===== config.mk =====
export PLATFORM = sky130hd
export DESIGN_NAME = keypad_scanner
export DESIGN_NICKNAME = d
export VERILOG_FILES = /design/src/rtl/keypad_scanner.sv
export SDC_FILE = /design/constraint.sdc
export NUM_CORES = 1
export LEC_CHECK = 0
export ABC_AREA = 1
export ABC_CLOCK_PERIOD_IN_PS = 3300
export CAP_MARGIN = 20
export CORE_MARGIN = 5
export CORE_UTILIZATION = 60
export CTS_CLUSTER_SIZE = 8
export DETAILED_ROUTE_END_ITERATION = 10
export GPL_ROUTABILITY_DRIVEN = 0
export PLACE_DENSITY = 0.8
export SLEW_MARGIN = 10
export SYNTH_ARGS = -nofsm -noshare
export SYNTH_HDL_FRONTEND = slang
export SYNTH_SLANG_ARGS = --single-unit

===== constraint.sdc =====
create_clock -name clk -period 3.3 [get_ports clk]
set_input_delay 0.33 -clock clk [delete_from_list [all_inputs] [get_ports clk]]
set_output_delay 0.33 -clock clk [all_outputs]
set_load 0.01 [all_outputs]

===== src/rtl/keypad_scanner.sv =====
// Row-multiplexed keypad scanner with per-key debounce and a one-deep press/release event slot.
// Define KB_RELEASE_EVENT_EN to also report key releases through the event slot.
module keypad_scanner #(
  parameter  int ROWS     = 4,
  parameter  int COLS     = 4,
  parameter  int SCAN_DIV = 1000,
  parameter  int DEBOUNCE = 4,
  localparam int KEYS     = ROWS * COLS,
  localparam int CODE_W   = ($clog2(KEYS) < 1) ? 1 : $clog2(KEYS)
) (
  input  logic              clk,
  input  logic              rst,
  input  logic [COLS-1:0]   col_signal,
  output logic [ROWS-1:0]   row_en,
  output logic [KEYS-1:0]   key_state,
  output logic              key_valid,
  output logic [CODE_W-1:0] key_code,
  output logic              key_release,
  input  logic              key_ready
);

  localparam int DWELL_W = $clog2(SCAN_DIV);
  localparam int ROW_W   = $clog2(ROWS);
  localparam int CNT_W   = $clog2(DEBOUNCE + 1);

  localparam logic [DWELL_W-1:0] DWELL_LAST = DWELL_W'(SCAN_DIV - 1);
  localparam logic [ROW_W-1:0]   ROW_LAST   = ROW_W'(ROWS - 1);
  localparam logic [CNT_W-1:0]   CNT_MAX    = CNT_W'(DEBOUNCE);

`ifdef KB_RELEASE_EVENT_EN
  localparam bit REL_EV = 1'b1;
`else
  localparam bit REL_EV = 1'b0;
`endif

  logic [DWELL_W-1:0] dwell_q, dwell_d;
  logic [ROW_W-1:0]   row_q, row_d;
  logic [CNT_W-1:0]   cnt_q [KEYS];
  logic [CNT_W-1:0]   cnt_d [KEYS];
  logic [KEYS-1:0]    key_state_q, key_state_d;
  logic               key_valid_q, key_valid_d;
  logic [CODE_W-1:0]  key_code_q, key_code_d;
  logic               key_release_q, key_release_d;

  logic               sample;
  logic               slot_free;
  logic               found;
  logic [CODE_W-1:0]  flip_idx;
  logic               flip_rel;
  logic               gen_ev;
  logic [CODE_W-1:0]  idx;
  logic               raw;
  logic [CNT_W-1:0]   nxt;

  assign sample = (dwell_q == DWELL_LAST);

  // Row scan timing: dwell counter wraps every SCAN_DIV cycles and steps the driven row
  always_comb begin
    dwell_d = dwell_q + 1'b1;
    row_d   = row_q;
    if (sample) begin
      dwell_d = '0;
      row_d   = (row_q == ROW_LAST) ? '0 : row_q + 1'b1;
    end
  end

  // Debounce update for the driven row and single-slot event arbitration
  always_comb begin
    cnt_d         = cnt_q;
    key_state_d   = key_state_q;
    key_valid_d   = key_valid_q;
    key_code_d    = key_code_q;
    key_release_d = key_release_q;
    slot_free     = ~key_valid_q | key_ready;
    found         = 1'b0;
    flip_idx      = '0;
    flip_rel      = 1'b0;
    gen_ev        = 1'b0;
    idx           = '0;
    raw           = 1'b0;
    nxt           = '0;

    if (key_valid_q && key_ready) begin
      key_valid_d = 1'b0;
    end

    if (sample) begin
      for (int c = 0; c < COLS; c++) begin
        idx = CODE_W'(int'(row_q) * COLS + c);
        raw = ~col_signal[c];
        if (raw == key_state_q[idx]) begin
          nxt = '0;
        end else if (cnt_q[idx] == CNT_MAX) begin
          nxt = CNT_MAX;
        end else begin
          nxt = cnt_q[idx] + 1'b1;
        end
        cnt_d[idx] = nxt;
        // Lowest column wins; other saturated keys wait for a later sample of this row
        if (nxt == CNT_MAX && !found) begin
          found    = 1'b1;
          flip_idx = idx;
          flip_rel = key_state_q[idx];
        end
      end

      if (found) begin
        gen_ev = ~flip_rel | REL_EV;
        if (!gen_ev || slot_free) begin
          key_state_d[flip_idx] = ~key_state_q[flip_idx];
          cnt_d[flip_idx]       = '0;
          if (gen_ev) begin
            key_valid_d   = 1'b1;
            key_code_d    = flip_idx;
            key_release_d = flip_rel;
          end
        end
      end
    end
  end

  always_ff @(posedge clk) begin
    if (rst) begin
      dwell_q       <= '0;
      row_q         <= '0;
      cnt_q         <= '{default: '0};
      key_state_q   <= '0;
      key_valid_q   <= 1'b0;
      key_code_q    <= '0;
      key_release_q <= 1'b0;
    end else begin
      dwell_q       <= dwell_d;
      row_q         <= row_d;
      cnt_q         <= cnt_d;
      key_state_q   <= key_state_d;
      key_valid_q   <= key_valid_d;
      key_code_q    <= key_code_d;
      key_release_q <= key_release_d;
    end
  end

  assign row_en      = ~(ROWS'(1) << row_q);
  assign key_state   = key_state_q;
  assign key_valid   = key_valid_q;
  assign key_code    = key_code_q;
  assign key_release = key_release_q;

endmodule


==> metrics, run 1 <==
status finished, final reports clean; IO Pins 33; cell area after synthesis 5160 sq um; CTS tree done; 1st-iter DRT viols between 400 and 500; Synth top area share 0.314; ys async rst share 0; CTS Sinks 81; DR WL met3 approximately 1300 um; post-synth net total 790; Worst Path Required about 3.6 ns; routed length on met2 approximately 6600 um; most common cell in the synthesized netlist nand2_1; GRT overflow 0; core area 8300 sq um; fmax 328 MHz; hpwl dp 10000 um; cts hold-fix bufs 0; register area 1620 sq um; post-layout min period 3.05 ns; unrepaired setup endpoints after global routing false; Worst-Margin Slew between 0.6 and 0.7 ns; ant diodes 0; initial core utilization 0.622; Relative slew margins 0.591; M1 wire length about 5700 um; CTS H-tree lvls 3; syn_area_per_cell 6.71 sq um; CP Launch Type register; FP Rows 33; Critical Path Sink Type register; clock skew 0.0174 ns; global-route wire length before repair 23100 um; top cells by count, synth 194 x nand2_1, 108 x inv_1, 81 x dfxtp_1; Clock Latency Late Sink ~0.37 ns; vias in the first global route 4983; initial antenna violation count 0; TritonCTS Buffers 9; DRC viols 0; largest area contributor in the netlist dfxtp_1; synthesized flop and latch total 81; Final Non-Filler Cells between 900 and 1k; largest net degree at the start of global routing 28; DR vias 5259; Multi-input gate area about 2900 sq um; Main synth FF type dfxtp_1; Die Wd 103 um; Final Total Pwr 1870 uW; count of cell types in the netlist 47; power per standard cell area 324 nW/um^2; post-synthesis cell count between 700 and 800; largest cells by area after synthesis dfxtp_1 31%, nand2_1 14%, inv_1 7.9%; Hold Crit Class reg2reg; post-synthesis sequential area ratio 0.314; max_cap viols 0; maximum vdd drop 223 uV; # port buffers 31; Final Cell Area 5790 sq um; # fillers between 700 and 800; dpl cells 889; Area Overhead vs Synth 12.2%; Final Cycle Share 0.924; die area roughly 11000 sq um; DP Area between 5000 and 6000 sq um; WS Path Type reg2reg; total track usage 0.274; wire per inst 15.4 um; Vias per Instance 5.80; clock buffer depth 2; clock transition at the registers of the reported paths 0.09 ns; number of max-slew violations in the final report 0; Worst Path Arrival 3.35 ns; Post-Route WL around 14000 um; TNS Setup 0 ns; Pleak 0.00251 uW; Final nets 817; final antenna-violating net count 0; share of cells above drive strength 1 0.123; max layer used met4; Die H 103 um; Max FO, Critical Path 20; Clock Root Buffer clkbuf_8; Ys Warns 0; number of flops mapped to enable cells by yosys 0; Final Hold Fails 0; Finished Core Util 0.698; Initial DRT Pass Iterations 7; setup violators final 0
==> cell families after synthesis <==
| family | share of synthesized area |
|---|---|
| AND/OR/NAND/NOR | 0.352 |
| flip-flops | 0.314 |
| adder cells (fa/ha/maj) | 0.0315 |
| buffers and inverters | 0.126 |
| multiplexers | 0.00194 |
| other | 0.000726 |
| XOR/XNOR | 0.00170 |
| AO/OA/AOI/OAI | 0.172 |
==> final timing paths <==
kind	slack, ns	depth (start not counted)	start	to
max	0.25	20	row_q[0]$_SDFFE_PP0N_	cnt_q[21]$_SDFFE_PP0N_
min reg2reg	0.45	1	dwell_q[0]$_SDFF_PP0_	dwell_q[0]$_SDFF_PP0_
min	0.45	1	dwell_q[0]$_SDFF_PP0_	dwell_q[0]$_SDFF_PP0_
max reg2reg	0.25	20	row_q[0]$_SDFFE_PP0N_	cnt_q[21]$_SDFFE_PP0N_
==> worst max-delay path: stages (launching register included) <==
cell	delay (ns)
dfxtp_2	0.39
buf_6	0.22
nand2_1	0.09
a32oi_1	0.28
inv_1	0.08
ha_1	0.20
inv_1	0.05
nand2_1	0.04
nand3_1	0.07
nand2_1	0.10
nand4_4	0.20
nand2_2	0.14
nor2_4	0.17
nand2_1	0.10
nand2_2	0.10
nand3_4	0.15
nand2_2	0.14
inv_2	0.09
nand4_1	0.08
nand2_1	0.15
nor2_1	0.14
==> where the power goes <==
part,internal (uW),leakage (uW),total [uW],switching [uW]
combinational,15.6,0.00174,52.3,36.7
clock,449,0.000116,840,391
sequential,979,0.000653,981,1.80
==> state kept, by name, summed over array words and instances (netlist names) <==
signal / flops
key_valid: 1
key_code: 4
key_state: 16
cnt_q: 48
dwell_q: 10
row_q: 2
==> repair_timing <==
action                     CTS  global route
setup buffers                0             2
setup endpoints to repair    0            52
resized for setup            0             6
==> area by class of cell <==
cell class                      count  share of cell area
Clock buffer                       10              0.0238
Sequential cell                    81               0.280
Timing Repair Buffer               48              0.0763
Multi-Input combinational cell    536               0.502
Inverter                          121              0.0795
Tap cell                          105              0.0227
Clock inverter                      6              0.0158
==> metal layers <==
| metal | up-vias | GRT usage |
|---|---|---|
| met5 | - | 0 |
| met4 | 0 | 0.132 |
| met3 | 50 | 0.0372 |
| met2 | 266 | 0.452 |
| met1 | 2406 | 0.353 |
| li1 | 2537 | - |
==> cells in the final DEF, fill, tap and decap left out, drive strengths merged <==
cell | Yosys | layout
nor3b | 4 | 4
inv | 115 | 115
o2111ai | 6 | 6
dfxtp | 81 | 81
xor2 | 1 | 1
nand3b | 2 | 2
nand3 | 67 | 67
o21bai | 11 | 11
conb | 1 | 1
nor2 | 80 | 80
buf | 15 | 17
a211oi | 8 | 8
o211ai | 6 | 6
bufinv | 0 | 2
nor3 | 9 | 9
or2 | 1 | 1
ha | 13 | 13
o21a | 1 | 1
a31oi | 1 | 1
a32oi | 4 | 4
a21oi | 62 | 62
o21ai | 26 | 26
clkdlybuf4s50 | 0 | 31
mux2i | 1 | 1
nand4 | 14 | 14
a22oi | 11 | 11
clkbuf | 17 | 10
nand2 | 207 | 207
clkinv | 6 | 10
==> stage by stage <==
step	setup slack (ns)	hold WS, ns
6_report	0.252	0.449
3_3_place_gp	0.315	0.429
2_1_floorplan	0.350	0.418
3_5_place_dp	0.239	0.438
4_1_cts	0.149	0.453
5_1_grt	0.00890	0.481
Note: power is estimated with default switching activity, not from simulation.
==> inputs of run 2 (changes only) <==
--- a/config.mk
+++ b/config.mk
@@ -7,7 +7,7 @@
 export LEC_CHECK = 0
 export ABC_AREA = 1
 export ABC_CLOCK_PERIOD_IN_PS = 3300
-export CAP_MARGIN = 20
+export CAP_MARGIN = 10
 export CORE_MARGIN = 5
 export CORE_UTILIZATION = 60
 export CTS_CLUSTER_SIZE = 8
==> results of run 2 <==
Same layout as run 1: the final DEF is identical, and so are final timing and power.
==> inputs of run 3 (changes only) <==
--- a/config.mk
+++ b/config.mk
@@ -18,3 +18,4 @@
 export SYNTH_ARGS = -nofsm -noshare
 export SYNTH_HDL_FRONTEND = slang
 export SYNTH_SLANG_ARGS = --single-unit
+export TNS_END_PERCENT = 5
==> results of run 3 <==
Same layout as run 1: the final DEF is identical, and so are final timing and power.
